File: src/rtl/rv.sv
// rtl/rv.sv - RV32I decode types, opcodes and decoded-entry struct
// Package rv: instruction-type, opcode, ALU funct3 and ALU operand-select
// enums plus rv_decoded_t, the packed record carried from decode to execute.
package rv;

    typedef enum logic [2:0] {
        TYPE_R    = 3'd0,
        TYPE_I    = 3'd1,
        TYPE_S    = 3'd2,
        TYPE_B    = 3'd3,
        TYPE_U    = 3'd4,
        TYPE_J    = 3'd5,
        TYPE_NONE = 3'd6
    } RV32_INSTR_TYPE;

    typedef enum logic [6:0] {
        OPC_LUI      = 7'b0110111,
        OPC_AUIPC    = 7'b0010111,
        OPC_JAL      = 7'b1101111,
        OPC_JALR     = 7'b1100111,
        OPC_BRANCH   = 7'b1100011,
        OPC_LOAD     = 7'b0000011,
        OPC_STORE    = 7'b0100011,
        OPC_OP_IMM   = 7'b0010011,
        OPC_OP       = 7'b0110011,
        OPC_MISC_MEM = 7'b0001111,
        OPC_SYSTEM   = 7'b1110011
    } RV32_INSTRUCTION_OPCODE;

    typedef enum logic [2:0] {
        ALU_ADD  = 3'b000,
        ALU_SLL  = 3'b001,
        ALU_SLT  = 3'b010,
        ALU_SLTU = 3'b011,
        ALU_XOR  = 3'b100,
        ALU_SR   = 3'b101,
        ALU_OR   = 3'b110,
        ALU_AND  = 3'b111
    } RV32_ALU_OPCODE;

    typedef enum logic {
        ALU_MUX_RS2 = 1'b0,
        ALU_MUX_IMM = 1'b1
    } RV32_ALU_INPUT;

    localparam logic [6:0] FUNCT7_BASE = 7'b0000000;
    localparam logic [6:0] FUNCT7_ALT  = 7'b0100000;

    typedef struct packed {
        logic [31:0]    pc;
        logic [4:0]     rs1;
        logic [4:0]     rs2;
        logic [4:0]     rd;
        logic           rd_we;
        logic [31:0]    imm;
        RV32_ALU_OPCODE funct3;
        logic [6:0]     funct7;
        RV32_ALU_INPUT  alu_second_input;
        RV32_INSTR_TYPE instr_type;
        logic           illegal;
    } rv_decoded_t;

endpackage

File: src/rtl/decode_stage_if.sv
// rtl/decode_stage_if.sv - fetch-side and execute-side handshakes of decode_stage
// master (fetch/execute side): drives in_valid, in_instr, in_pc, out_ready.
// slave  (decode_stage):       drives in_ready, out_valid, out_dec.
interface decode_stage_if #(
    parameter int XLEN = 32
);
    import rv::*;

    logic              in_valid;
    logic              in_ready;
    logic [31:0]       in_instr;
    logic [XLEN-1:0]   in_pc;
    logic              out_valid;
    logic              out_ready;
    rv_decoded_t       out_dec;

    modport master (
        output in_valid, in_instr, in_pc, out_ready,
        input  in_ready, out_valid, out_dec
    );

    modport slave (
        input  in_valid, in_instr, in_pc, out_ready,
        output in_ready, out_valid, out_dec
    );
endinterface

File: src/rtl/rv32_decode_core.sv
// rtl/rv32_decode_core.sv - combinational RV32I instruction decode
// Ports: instr (32-bit word), pc (its address) in; dec (rv_decoded_t) out.
// Register fields, funct3/funct7 are passed raw; consumers qualify them by
// instr_type.
module rv32_decode_core
    import rv::*;
(
    input  logic [31:0] instr,
    input  logic [31:0] pc,
    output rv_decoded_t dec
);
    logic [6:0]  opcode;
    logic [2:0]  f3;
    logic [6:0]  f7;
    logic [31:0] imm_i, imm_s, imm_b, imm_u, imm_j;

    assign opcode = instr[6:0];
    assign f3     = instr[14:12];
    assign f7     = instr[31:25];

    assign imm_i = {{20{instr[31]}}, instr[31:20]};
    assign imm_s = {{20{instr[31]}}, instr[31:25], instr[11:7]};
    assign imm_b = {{19{instr[31]}}, instr[31], instr[7], instr[30:25], instr[11:8], 1'b0};
    assign imm_u = {instr[31:12], 12'b0};
    assign imm_j = {{11{instr[31]}}, instr[31], instr[19:12], instr[20], instr[30:21], 1'b0};

    always_comb begin
        dec                  = '0;
        dec.pc               = pc;
        dec.rs1              = instr[19:15];
        dec.rs2              = instr[24:20];
        dec.rd               = instr[11:7];
        dec.funct3           = RV32_ALU_OPCODE'(f3);
        dec.funct7           = f7;
        dec.alu_second_input = ALU_MUX_RS2;
        dec.instr_type       = TYPE_NONE;
        dec.imm              = '0;
        dec.rd_we            = 1'b0;
        dec.illegal          = 1'b0;

        case (opcode)
            OPC_LUI, OPC_AUIPC: begin
                dec.instr_type       = TYPE_U;
                dec.imm              = imm_u;
                dec.rd_we            = 1'b1;
                dec.alu_second_input = ALU_MUX_IMM;
            end
            OPC_JAL: begin
                dec.instr_type = TYPE_J;
                dec.imm        = imm_j;
                dec.rd_we      = 1'b1;
            end
            OPC_JALR: begin
                dec.instr_type       = TYPE_I;
                dec.imm              = imm_i;
                dec.rd_we            = 1'b1;
                dec.alu_second_input = ALU_MUX_IMM;
                dec.illegal          = (f3 != 3'b000);
            end
            OPC_LOAD: begin
                dec.instr_type       = TYPE_I;
                dec.imm              = imm_i;
                dec.rd_we            = 1'b1;
                dec.alu_second_input = ALU_MUX_IMM;
            end
            OPC_OP_IMM: begin
                dec.instr_type       = TYPE_I;
                dec.imm              = imm_i;
                dec.rd_we            = 1'b1;
                dec.alu_second_input = ALU_MUX_IMM;
                // Shifts reuse imm[11:5] as a funct7: only SRAI may set it.
                if (f3 == 3'b001)
                    dec.illegal = (f7 != FUNCT7_BASE);
                else if (f3 == 3'b101)
                    dec.illegal = (f7 != FUNCT7_BASE) && (f7 != FUNCT7_ALT);
            end
            OPC_MISC_MEM, OPC_SYSTEM: begin
                dec.instr_type = TYPE_I;
                dec.imm        = imm_i;
            end
            OPC_STORE: begin
                dec.instr_type       = TYPE_S;
                dec.imm              = imm_s;
                dec.alu_second_input = ALU_MUX_IMM;
            end
            OPC_BRANCH: begin
                dec.instr_type = TYPE_B;
                dec.imm        = imm_b;
            end
            OPC_OP: begin
                dec.instr_type = TYPE_R;
                dec.rd_we      = 1'b1;
                // Alternate funct7 only exists for SUB and SRA.
                dec.illegal = !((f7 == FUNCT7_BASE) ||
                                ((f7 == FUNCT7_ALT) && ((f3 == 3'b000) || (f3 == 3'b101))));
            end
            default: dec.illegal = 1'b1;
        endcase

        if (instr[1:0] != 2'b11)
            dec.illegal = 1'b1;

        // x0 writes are dropped here so execute never needs to check rd.
        if (dec.illegal || (dec.rd == 5'd0))
            dec.rd_we = 1'b0;
    end
endmodule

File: src/rtl/decode_stage.sv
// rtl/decode_stage.sv - registered elastic RV32I decode stage with in-order buffer
// Ports: clk, rst_n (async active-low), flush; bus (decode_stage_if.slave)
// carrying in_valid/in_ready/in_instr/in_pc and out_valid/out_ready/out_dec.
// Optional macro RV32_DECODE_STATS_EN adds stat_decoded / stat_illegal
// accept counters (wrap at 2^32, reset-cleared, untouched by flush).
module decode_stage
    import rv::*;
#(
    parameter int XLEN  = 32,
    parameter int DEPTH = 2
) (
    input  logic               clk,
    input  logic               rst_n,
    input  logic               flush,
    decode_stage_if.slave      bus
`ifdef RV32_DECODE_STATS_EN
    ,
    output logic [31:0]        stat_decoded,
    output logic [31:0]        stat_illegal
`endif
);
    if (XLEN != 32) begin : g_bad_xlen
        $error("decode_stage: only XLEN=32 is supported");
    end
    if ((DEPTH < 1) || ((DEPTH & (DEPTH - 1)) != 0)) begin : g_bad_depth
        $error("decode_stage: DEPTH must be a power of 2 and at least 1");
    end

    // A 1-deep buffer still gets a 1-bit pointer; it simply never leaves 0.
    localparam int PTR_W = (DEPTH > 1) ? $clog2(DEPTH) : 1;
    localparam int CNT_W = $clog2(DEPTH) + 1;

    rv_decoded_t       in_dec;
    rv_decoded_t       mem [DEPTH];
    logic [PTR_W-1:0]  wr_ptr, rd_ptr;
    logic [CNT_W-1:0]  count;
    logic              accept, push, pop;

    rv32_decode_core u_core (
        .instr (bus.in_instr),
        .pc    (bus.in_pc),
        .dec   (in_dec)
    );

    function automatic logic [PTR_W-1:0] next_ptr(input logic [PTR_W-1:0] p);
        return (p == PTR_W'(DEPTH - 1)) ? '0 : p + 1'b1;
    endfunction

    // in_ready depends on registered count only, so a full buffer cannot
    // take a push in the same cycle it is popped.
    assign bus.in_ready  = (count < CNT_W'(DEPTH));
    assign bus.out_valid = (count != '0);
    assign bus.out_dec   = bus.out_valid ? mem[rd_ptr] : '0;

    assign accept = bus.in_valid && bus.in_ready;
    assign push   = accept && !flush;
    assign pop    = bus.out_valid && bus.out_ready && !flush;

    always_ff @(posedge clk or negedge rst_n) begin
        if (!rst_n) begin
            count  <= '0;
            wr_ptr <= '0;
            rd_ptr <= '0;
        end else if (flush) begin
            count  <= '0;
            wr_ptr <= '0;
            rd_ptr <= '0;
        end else begin
            if (push)
                wr_ptr <= next_ptr(wr_ptr);
            if (pop)
                rd_ptr <= next_ptr(rd_ptr);
            case ({push, pop})
                2'b10:   count <= count + 1'b1;
                2'b01:   count <= count - 1'b1;
                default: count <= count;
            endcase
        end
    end

    // Storage needs no reset: out_dec is masked while the buffer is empty.
    always_ff @(posedge clk) begin
        if (push)
            mem[wr_ptr] <= in_dec;
    end

`ifdef RV32_DECODE_STATS_EN
    always_ff @(posedge clk or negedge rst_n) begin
        if (!rst_n) begin
            stat_decoded <= '0;
            stat_illegal <= '0;
        end else begin
            if (accept)
                stat_decoded <= stat_decoded + 32'd1;
            if (accept && in_dec.illegal)
                stat_illegal <= stat_illegal + 32'd1;
        end
    end
`endif
endmodule

File: src/flat_wrapper.sv
// flat-port wrapper written by rule: the top's interface ports become plain ports
module decode_stage_flat import rv::*;
#(
    parameter int XLEN  = 32,
    parameter int DEPTH = 2
)
  (clk, rst_n, flush, bus_in_valid, bus_in_instr, bus_in_pc, bus_out_ready, bus_in_ready, bus_out_valid, bus_out_dec);
  decode_stage_if #(.XLEN(XLEN)) bus_i ();
  input  logic clk;
  input  logic rst_n;
  input  logic flush;
  input wire logic [$bits(bus_i.in_valid)-1:0] bus_in_valid;
  input wire logic [$bits(bus_i.in_instr)-1:0] bus_in_instr;
  input wire logic [$bits(bus_i.in_pc)-1:0] bus_in_pc;
  input wire logic [$bits(bus_i.out_ready)-1:0] bus_out_ready;
  output wire logic [$bits(bus_i.in_ready)-1:0] bus_in_ready;
  output wire logic [$bits(bus_i.out_valid)-1:0] bus_out_valid;
  output wire logic [$bits(bus_i.out_dec)-1:0] bus_out_dec;
  assign bus_i.in_valid = bus_in_valid;
  assign bus_i.in_instr = bus_in_instr;
  assign bus_i.in_pc = bus_in_pc;
  assign bus_i.out_ready = bus_out_ready;
  assign bus_in_ready = bus_i.in_ready;
  assign bus_out_valid = bus_i.out_valid;
  assign bus_out_dec = bus_i.out_dec;
  decode_stage #(.XLEN(XLEN), .DEPTH(DEPTH)) u_core (.clk(clk), .rst_n(rst_n), .flush(flush), .bus(bus_i));
endmodule
File: config.mk
export PLATFORM = sky130hd
export DESIGN_NAME = decode_stage_flat
export DESIGN_NICKNAME = d
export VERILOG_FILES = /design/src/rtl/rv.sv /design/src/rtl/decode_stage_if.sv /design/src/rtl/rv32_decode_core.sv /design/src/rtl/decode_stage.sv /design/src/flat_wrapper.sv
export SDC_FILE = /design/constraint.sdc
export NUM_CORES = 1
export LEC_CHECK = 0
export BUFFER_PORTS_ARGS = -buffer_cell sky130_fd_sc_hd__buf_2
export CAP_MARGIN = 0
export CORE_ASPECT_RATIO = 0.7
export CORE_UTILIZATION = 57
export DETAILED_ROUTE_END_ITERATION = 10
export PLACE_DENSITY = 0.83
export SLEW_MARGIN = 0
export SYNTH_ARGS = -nofsm -noshare
export SYNTH_HDL_FRONTEND = slang
export SYNTH_SLANG_ARGS = --single-unit
export TNS_END_PERCENT = 1
File: constraint.sdc
create_clock -name clk -period 12.44 [get_ports clk]
set_clock_uncertainty 0.1 [all_clocks]
set_input_delay 1.866 -clock clk [delete_from_list [all_inputs] [get_ports clk]]
set_output_delay 1.866 -clock clk [all_outputs]
set_load 0.05 [all_outputs]
# After elaboration in Yosys (flattened, before gate mapping)
# Memories as Yosys holds them, arrays and structs flattened.
# Index checks and enable logic that the tools add are counted.
totals:
  register_bits: 4
  ramBits: 190
  inputBits: 69
  output_inout_bits: 97
  word_cells: 72
  mem_count: 1
op_classes:
  addsub: 4
  magnitude_cmp: 1
  n_eq_ne: 18
  mux: 20
  n_reduce_logical: 25
memory_table:
  columns: ["memory", "depth", "word_bits", "read_ports", "rd_ports_with_merged_regs", "write_ports", "line_no", "text"]
  rows:
  - ["u_core.mem", 2, 95, 1, 0, 1, "decode_stage.sv:34", "rv_decoded_t mem [DEPTH];"]
op_table:
  columns: ["cell", "count"]
  rows:
  - ["$pmux 32 s5", 1]
  - ["$mux 95", 1]
  - ["$eq 7x6->1 const B", 4]
  - ["$eq 7x7->1 const B", 4]
  - ["$pmux 3 s6", 1]
  - ["$eq 7x5->1 const B", 2]
  - ["$mux 1", 14]
  - ["$reduce_or 8->1", 1]
  - ["$eq 7x2->1 const B", 1]
  - ["$eq 7x4->1 const B", 1]
  - ["$logic_not 7->1", 1]
  - ["$ne 7x6->1 const B", 1]
  - ["$reduce_bool 7->1", 1]
  - ["$reduce_or 7->1", 1]
  - ["$logic_and 1x1->1", 6]
  - ["$reduce_bool 2->1", 3]
  - ["$reduce_bool 3->1", 2]
  - ["$reduce_or 6->1", 1]
  - ["$logic_not 5->1", 1]
  - ["$reduce_or 5->1", 1]
  - ["$pmux 1 s4", 1]
  - ["$pmux 2 s2", 1]
  - ["$eq 3x1->1 const B", 1]
  - ["$eq 3x3->1 const B", 1]
  - ["12 further kinds", 16]

# Depth between registers and ports, before layout
# Gate-level depths: netlist (run 1).
depth:
  depth_word: 9
  ltp_mapped: 7

# By module
# From an unflattened synthesis (run 1), not the netlist that was laid out.
unflattened:
  hier_cells: 609
  hier_area_um2: 8717.1
by_module_without_submodules:
  columns: ["mod", "instances", "cells_each", "area_per_inst_um2"]
  rows:
  - ["decode_stage", 1, 424, 7417.1]
  - ["rv32_decode_core", 1, 185, 1300.0]

# Worst setup path before layout (run 1)
# No wires, ideal clock.
synth_path:
  path_kind: "input -> register"
  from: "input port bus_in_valid"
  to: "memory u_core.mem[1][0] in the netlist's numbering (enable)"
  t_arrival_ns: 8.943
  t_required_ns: 11.655
  slack_ns: 2.712
  path_stages: 2
  n_path_buf: 0
  path_cell_list: "nand2_1 nor3b_1"
synth_via:
  elab_chain_cells: 4
synth_lines:
  columns: ["element", "line_no", "text"]
  rows:
  - ["start, declared", "flat_wrapper.sv:12", "input wire logic [$bits(bus_i.in_valid)-1:0] bus_in_valid;"]
  - ["$logic_and 1x1->1", "decode_stage.sv:55", "assign accept = bus.in_valid && bus.in_ready;"]
  - ["$logic_and 1x1->1", "decode_stage.sv:56", "assign push = accept && !flush;"]
  - ["$mux 1", "decode_stage.sv:83", "if (push)"]
  - ["$mux 1 (not written as such)", "decode_stage.sv:84", "mem[wr_ptr] <= in_dec;"]
  - ["end, declared", "decode_stage.sv:34", null]
# No other way between the ends.

# Worst setup path in the final report (run 1)
layout_path:
  from: "register u_core.rd_ptr"
  to: "output port bus_out_dec[1]"
layout_via:
  elab_chain_cells: 2
layout_lines:
  columns: ["element", "line_no", "text"]
  rows:
  - ["start, declared", "decode_stage.sv:35", "logic [PTR_W-1:0] wr_ptr, rd_ptr;"]
  - ["start signal, assigned", "decode_stage.sv:72", "rd_ptr <= next_ptr(rd_ptr);"]
  - ["$mem_v2 2x95", null, null]
  - ["$mux 95", "decode_stage.sv:53", "assign bus.out_dec = bus.out_valid ? mem[rd_ptr] : '0;"]
  - ["end, declared", "flat_wrapper.sv:18", "output wire logic [$bits(bus_i.out_dec)-1:0] bus_out_dec;"]
# No other way between the ends.

==> results.yml, run 1 <==
critical_path:
  worstPathMaxFanout: 49
  critPathTopFamily: "buffers and inverters"
  endpoint_kind: "output port"
  arrival_ps: 2930
  path_class: "register to output port"
  start_kind: "register"
  path_cells: "buf_4, mux2i_1, nor2_1, buf_2"
  crit_buf_inv: 2
  cp_slowest_cell: "dfrtp_4"
  worstPathRequired_ps: 10470
  max_stage_delay_ps: 980
timing:
  hold_viol_final: 0
  slew_headroom: 0.221
  fmax_mhz: 204
  period_needed_ps: 4900
  final.setup.tns_ps: 0
  rsz0062_at_grt: "no"
  slew_violations: 0
  worst_pin_slew_ps: 1170
  fin_crit_sh: 0.394
  finalSetupViolCount: 0
logic_synthesis:
  synth_top_area_frac: 0.707
  synth_cell_type_count: 45
  syn_area_per_cell_um2: 14.7
  ys_ff_latch: 194
  synth_area_leaders: "edfxtp_1 (71%), mux2i_1 (12%), nor2_1 (5.1%)"
  async_reset_ff_frac: 0.0206
  yosys_warnings: 0
  netlist_area_um2: 8070
  synth_common_cells: "edfxtp_1 (190), nor2_1 (109), mux2i_1 (96)"
  syn-instance-count: 547
  synth_edf_count: 190
  synth.net_count: 616
  synthFlopType: "edfxtp_1"
  synth_seq_area_share: 0.720
  yosysMostFrequentCell: "edfxtp_1"
  yosysTopAreaCell: "edfxtp_1"
grt:
  antenna_found_initial: 1
  grt_pass1_wl_um: 24600
  track_usage: 0.229
  grt_max_degree: 97
  grt_pass1_vias: 4787
  grt_overflow: 0
final_layout:
  instances_no_fill: 906
  final_util: 0.712
  area_growth_pct: 19.1
  nets: 776
  drive_gt1_frac: 0.296
  filler_cell_count: 965
job:
  max-cap-violations: 0
place:
  place_hpwl_um: 10600
  gp_congestion: 0.806
  io_buffers: 165
  dpl.cell_count: 873
clocking:
  htree_levels: 4
  cts_buffer_depth: 2
  clock-sinks: 194
  clock-root-buffer: "clkbuf_16"
  path_clk_slew_ps: 70
  cts_tree: "yes"
  cts_setup_buffers: 0
  postCtsHoldBufs: 0
  cts_resized: 0
  clk_latency_ps: 410
  cts_buffers: 17
floorplan:
  core-area_um2: 13500
  die_h_um: 102
  fp.dieW_um: 144
  rows: 35
  ios: 166
  initial_core_util: 0.598
  dieArea_um2: 14600
hold_path:
  hp-class: "register to register"
outcome:
  outcome: "completed"
pwr:
  power_density_nw_per_um2: 152
  p_leak_nw: 3.71
  irDropWorstVdd_mv: 0.0992
detailed_routing:
  first_iter_violations: 352
  wl_um: 16300
  drc: 0
  wl_per_cell_um: 17.9
  via_count: 4984
  vias_per_cell: 5.50
  antenna_left: 0
  dr.pass1.iters: 5
[metal layers]
layer / GRT usage / wire length [µm] / up-vias
met5: 0 / 0 / -
met4: 0.0615 / 172 / 0
met3: 0.0752 / 1340 / 12
li1: - / - / 2337
met1: 0.310 / 7240 / 2444
met2: 0.362 / 7500 / 191
[where the power goes]
| part | switching [mW] | internal (mW) |
|---|---|---|
| Sequential | 0.0128 | 0.745 |
| Combinational | 0.146 | 0.0531 |
| Clock | 0.244 | 0.262 |
[worst min-delay path: stages (launching register included)]
cell and delay [ps]:
dfrtp_1 390, xor2_1 80, nor2_1 80
[cell families (layout without fill, tap and decap cells)]
| group | after synthesis | after routing | synth area share |
|---|---|---|---|
| AOI/OAI and AO/OA | 58 | 58 | 0.0490 |
| xor gates and xnor gates | 4 | 4 | 0.00434 |
| adders and majority gates | 1 | 1 | 0.00124 |
| buffers and inverters | 35 | 208 | 0.0200 |
| DFF | 194 | 194 | 0.720 |
| muxes | 96 | 96 | 0.119 |
| other | 0 | 1 | 0 |
| and+or+nand+nor | 159 | 159 | 0.0866 |
[sequential cells by signal, summed over array words and instances (netlist names)]
| signal | cells |
|---|---|
| u_core.wr_ptr | 1 |
| u_core.mem | 190 |
| u_core.count | 2 |
| u_core.rd_ptr | 1 |
[per-stage QoR]
stage / hold WS, ps / setup slack, ps / total power, mW / instance area [µm²]
6_report: 497 / 7540 / 1.46 / 9610
5_1_grt: 567 / 7390 / 1.51 / 9610
4_1_cts: 499 / 7510 / 1.47 / 9600
3_5_place_dp: 483 / 8030 / 0.972 / 9050
3_3_place_gp: 453 / 8010 / 0.967 / 9050
2_1_floorplan: 419 / 2710 / 0.920 / 8070
[final timing paths]
check | start | to | cells after the start | slack [ps]
hold reg to reg | u_core.wr_ptr | u_core.wr_ptr | 2 | 500
hold / removal | u_core.wr_ptr | u_core.wr_ptr | 2 | 500
setup reg to reg | u_core.count[1] | u_core.mem[1][94] | 5 | 9870
max in group asynchronous | rst_n | u_core.rd_ptr | 1 | 10950
setup / recovery | u_core.rd_ptr | bus_out_dec[1] | 4 | 7540
min in group asynchronous | rst_n | u_core.count[1] | 1 | 1150
[layout by cell type, fill, tap and decap left out, types with 4 or more instances in the layout]
| cell | synthesis | layout |
|---|---|---|
| nand3_1 | 6 | 6 |
| and2_1 | 7 | 7 |
| o21ai_0 | 10 | 10 |
| clkbuf_16 | 0 | 17 |
| nand2_1 | 15 | 15 |
| nor2_1 | 109 | 108 |
| buf_4 | 2 | 6 |
| a21oi_1 | 11 | 11 |
| clkinv_4 | 0 | 5 |
| xor2_1 | 4 | 4 |
| buf_2 | 6 | 165 |
| mux2i_1 | 96 | 96 |
| a22o_1 | 4 | 4 |
| inv_1 | 5 | 5 |
| a21o_1 | 20 | 20 |
| edfxtp_1 | 190 | 190 |
[layout make-up]
cell class | instances | area (µm²) | share of cell area
clock inverter | 15 | 130 | 0.0135
clock buffer | 17 | 425 | 0.0443
sequential | 194 | 5810 | 0.605
timing repair buffer | 171 | 871 | 0.0907
inverter | 5 | 18.8 | 0.00195
antenna | 1 | 2.50 | 0.000261
tap | 185 | 231 | 0.0241
multi-input combinational | 318 | 2120 | 0.220
(Power assumes the default switching activity.)
==> run 2: changes to the inputs <==
Settings changed: CORE_UTILIZATION 57 to 55, PLACE_DENSITY 0.83 to 0.8.
Clock period 12.44 ns to 4.8 ns, I/O delays scaled along.
==> results.yml, run 2 (same netlist as run 1, synthesis figures left out) <==
outcome:
  outcome: "completed"
timing:
  slew_headroom: 0.270
  rsz0062_at_grt: "no"
  worst_pin_slew_ps: 1100
  fin_hold_ws_ps: 381
  fmax_mhz: 304
  fin_ws_ps: 1510
  hold_viol_final: 0
  fin_crit_sh: 0.686
  finalSetupViolCount: 0
  period_needed_ps: 3290
  slew_violations: 0
floorplan:
  die_h_um: 103
  dieArea_um2: 15200
  rows: 36
  ios: 166
  fp.dieW_um: 147
  initial_core_util: 0.572
  core-area_um2: 14100
clocking:
  clock-sinks: 194
  cts_buffer_depth: 2
  clk_latency_ps: 420
  clock-root-buffer: "clkbuf_16"
  htree_levels: 4
  cts_buffers: 17
  cts_resized: 0
  path_clk_slew_ps: 70
  cts_setup_buffers: 0
  cts_tree: "yes"
critical_path:
  r2r_slack_ps: 2490
  start_kind: "register"
  ff2ff_path_depth: 4
  crit_buf_inv: 2
  endpoint_kind: "output port"
  path_cells: "nor2_4, buf_4, nor2_1, buf_2"
  worstPathRequired_ps: 3980
  arrival_ps: 2470
  rr_startpoint: "u_core.count[1]"
  path_class: "register to output port"
  worstPathMaxFanout: 76
  cp_slowest_cell: "buf_4"
  max_stage_delay_ps: 720
  critPathTopFamily: "buffers and inverters"
  reg2reg_to: "u_core.mem[1][41]"
grt:
  gr-usage-met2: 0.349
  antenna_found_initial: 0
  grt_pass1_wl_um: 24700
  met1_usage: 0.300
  grt-busiest-layer: "met2"
  grt_overflow: 0
  grt_max_degree: 77
  grt_pass1_vias: 4777
  use_met3: 0.0518
  track_usage: 0.217
detailed_routing:
  drc: 0
  vias_per_cell: 5.47
  dr.pass1.iters: 5
  via_count: 4986
  wl_per_cell_um: 18.1
  antenna_left: 0
  first_iter_violations: 459
  wl_um: 16500
hold_path:
  min_to: "u_core.mem[0][76]"
  hold_depth: 1
  hp-class: "input port to register"
  min_from: "bus_in_pc[13]"
final_layout:
  largest-register: "u_core.mem"
  largest_registers: "u_core.mem (190), u_core.count (2)"
  largest_reg_flops: 190
  final_cell_mix: "edfxtp_1 (190), buf_2 (165), nor2_1 (108)"
  drive_gt1_frac: 0.299
  area_growth_pct: 19.9
  diodes: 0
  final_common_cell: "edfxtp_1"
  nets: 778
place:
  place_hpwl_um: 10900
  post-place-ws_ps: 1810
  gp_congestion: 0.814
  io_buffers: 165
pwr:
  comb_power_share: 0.136
  irDropWorstVdd_mv: 0.278
  p_leak_nw: 3.74
  seqPwrFrac: 0.512
  power_density_nw_per_um2: 397
  pwr-share-clk: 0.352
  switching_share: 0.280
  switchingPower_mw: 1.07
  p_int_mw: 2.76
job:
  max-cap-violations: 0
[run 2: worst max-delay path by stage]
stage	startpoint	depth (start not counted)	slack [ps]	endpoint
2_1_floorplan	u_core.count[1]	3	-470	u_core.mem[0][0]
3_3_place_gp	bus_in_instr[2]	6	1890	u_core.mem[0][42]
3_5_place_dp	bus_in_instr[2]	6	1810	u_core.mem[1][42]
4_1_cts	u_core.count[1]	4	1480	bus_out_dec[47]
5_1_grt	u_core.count[0]	4	1330	bus_out_dec[47]
6_report	u_core.count[1]	4	1510	bus_out_dec[36]
[run 2: per-stage QoR]
step | cell area, µm² | total power, mW | util | TNS, ps | std cells
final | 9670 | 3.83 | 0.686 | 0 | 912
after global routing | 9670 | 3.96 | 0.686 | 0 | 912
after CTS | 9670 | 3.86 | 0.686 | 0 | 912
after detailed placement | 9090 | 2.52 | 0.644 | 0 | 879
after global placement | 9090 | 2.51 | 0.644 | 0 | 879
after floorplan | 8080 | 2.38 | - | -44220 | 547
[run 2: worst register-to-register path: cells and delay by family (launching register included)]
family                 cells  cell delay [ps]
buffers and inverters      2              900
DFF                        1              440
and+or+nand+nor            2              430
[run 2: layout make-up]
type                            instances  area, µm²
Fill cell                             961       4430
Sequential cell                       194       5810
Inverter                                5       18.8
Clock inverter                         15        146
Clock buffer                           17        425
Timing Repair Buffer                  173        901
Tap cell                              190        238
Multi-Input combinational cell        318       2130
[run 2: what timing repair did]
item | 4_1_cts | 5_1_grt
hold buffers | 1 | 0
endpoints found under the hold margin | 4 | 0
setup endpoints to repair | 0 | 0
[run 2: routing by layer]
layer	wire [µm]	vias up	part of all wire
li1	-	2350	-
met2	7940	181	0.48
met5	0	-	0
met1	7370	2437	0.45
met4	172	0	0.010
met3	1050	18	0.064
[run 2: power by group through the flow]
stage	clock [mW]	combinational (mW)	sequential (mW)
floorplan	0	0.390	1.99
global placement	0	0.513	2.00
detailed placement	0	0.521	2.00
CTS	1.37	0.524	1.97
global route	1.43	0.554	1.97
finish	1.35	0.521	1.96
==> run 3: changes to the inputs <==
Settings changed: CORE_UTILIZATION 55 to 49, PLACE_DENSITY 0.8 to 0.75.
Clock period 4.8 ns to 2.6 ns, I/O delays scaled along.
==> results.yml, run 3 (same netlist as run 1, synthesis figures left out) <==
detailed_routing:
  via_count: 5029
  vias_per_cell: 5.29
  antenna_left: 0
  wl_um: 17000
  dr.pass1.iters: 5
  drc: 0
  wl_per_cell_um: 17.8
  first_iter_violations: 508
final_layout:
  diodes: 0
  postLayoutCellArea_um2: 9830
  final_util: 0.623
  largest_registers: "u_core.mem (190), u_core.count (2)"
  largest_reg_flops: 190
  drive_gt1_frac: 0.305
  final_common_cell: "edfxtp_1"
  instances_no_fill: 951
  nets: 787
  area_growth_pct: 21.9
  final_cell_mix: "edfxtp_1 (190), buf_2 (165), nor2_1 (108)"
  largest-register: "u_core.mem"
timing:
  period_needed_ps: 2510
  slew_violations: 0
  fmax_mhz: 398
  slew_headroom: 0.322
  worst_pin_slew_ps: 1010
  final.setup.tns_ps: 0
  fin_crit_sh: 0.965
  rsz0062_at_grt: "no"
  fin_ws_ps: 90.1
  hold_viol_final: 0
  fin_hold_ws_ps: 56.7
  finalSetupViolCount: 0
critical_path:
  ff2ff_path_depth: 4
  worstPathRequired_ps: 2110
  path_cells: "buf_4, mux2i_1, nor2_1, buf_2"
  reg2reg_to: "u_core.mem[1][79]"
  start_kind: "register"
  r2r_slack_ps: 840
  path_class: "register to output port"
  worstPathMaxFanout: 25
  endpoint_kind: "output port"
  max_stage_delay_ps: 730
  arrival_ps: 2020
  cp_slowest_cell: "dfrtp_4"
  rr_startpoint: "u_core.count[1]"
hold_path:
  min_to: "u_core.mem[0][94]"
  hold_depth: 1
  min_from: "bus_in_pc[31]"
  hp-class: "input port to register"
floorplan:
  rows: 38
  ios: 166
  core-area_um2: 15800
  dieArea_um2: 17000
  fp.dieW_um: 155
  die_h_um: 109
  initial_core_util: 0.511
place:
  gp_congestion: 0.915
  place_hpwl_um: 11500
  post-place-ws_ps: 165
  dpl.cell_count: 918
  io_buffers: 165
  post_dp_cell_area_um2: 9250
clocking:
  path_clk_slew_ps: 70
  clk_latency_ps: 420
  cts_tree: "yes"
  cts_buffer_depth: 2
  cts_buffers: 17
  cts_resized: 0
  htree_levels: 4
  clock-sinks: 194
  cts_setup_buffers: 0
  clock-root-buffer: "clkbuf_16"
grt:
  grt_pass1_wl_um: 25700
  grt_max_degree: 68
  grt_overflow: 0
  track_usage: 0.205
  grt_pass1_vias: 4851
  antenna_found_initial: 0
outcome:
  outcome: "completed"
pwr:
  p_total_mw: 7.14
  p_leak_nw: 3.79
  power_density_nw_per_um2: 727
  irDropWorstVdd_mv: 0.415
job:
  max-cap-violations: 0
-- run 3: cell types whose count changed in the layout (fill, tap and decap cells not counted) --
cell	change
nand2_1	-1
clkinv_8	-2
buf_12	+4
bufinv_16	+2
inv_6	-2
clkinv_1	+2
inv_8	-4
inv_1	-1
clkbuf_1	+2
clkinvlp_4	+3
buf_4	+5
nand2_4	+1
-- run 3: critical path, delay by kind of cell (launching register included) --
family,cells,cell delay (ps)
buf+inv,2,510
simple gates,1,70
flops,1,730
mux,1,250
-- run 3: repair_timing --
item	4_1_cts	5_1_grt
hold buffers	1	0
setup endpoints to repair	0	1
endpoints found under the hold margin	4	0
-- run 3: worst max path at each step --
stage	startpoint	endpoint
finish	u_core.rd_ptr	bus_out_dec[33]
global route	u_core.rd_ptr	bus_out_dec[59]
CTS	u_core.rd_ptr	bus_out_dec[33]
detailed placement	bus_in_instr[27]	u_core.mem[0][47]
global placement	bus_in_instr[27]	u_core.mem[0][47]
floorplan	u_core.count[1]	u_core.mem[1][0]
-- run 3: final cells by class --
cell class	instances	area, µm²
multi-input combinational	318	2140
inverter	5	22.5
sequential	194	5810
clock inverter	13	134
fill	1214	5960
timing repair buffer	182	1020
clock buffer	19	433
tap	220	275
-- run 3: power by group --
group	total, mW	internal [mW]	switching [mW]	leakage [nW]
clock network	2.52	1.41	1.11	0.266
registers	3.61	3.56	0.0489	1.79
logic	1.01	0.280	0.725	1.73
-- run 3: metal layers --
metal / global-route usage / wire [µm] / vias to the layer above
met5: 0 / 0 / -
met4: 0.0581 / 195 / 0
met3: 0.0591 / 1160 / 18
met2: 0.321 / 7870 / 201
met1: 0.281 / 7740 / 2448
li1: - / - / 2362
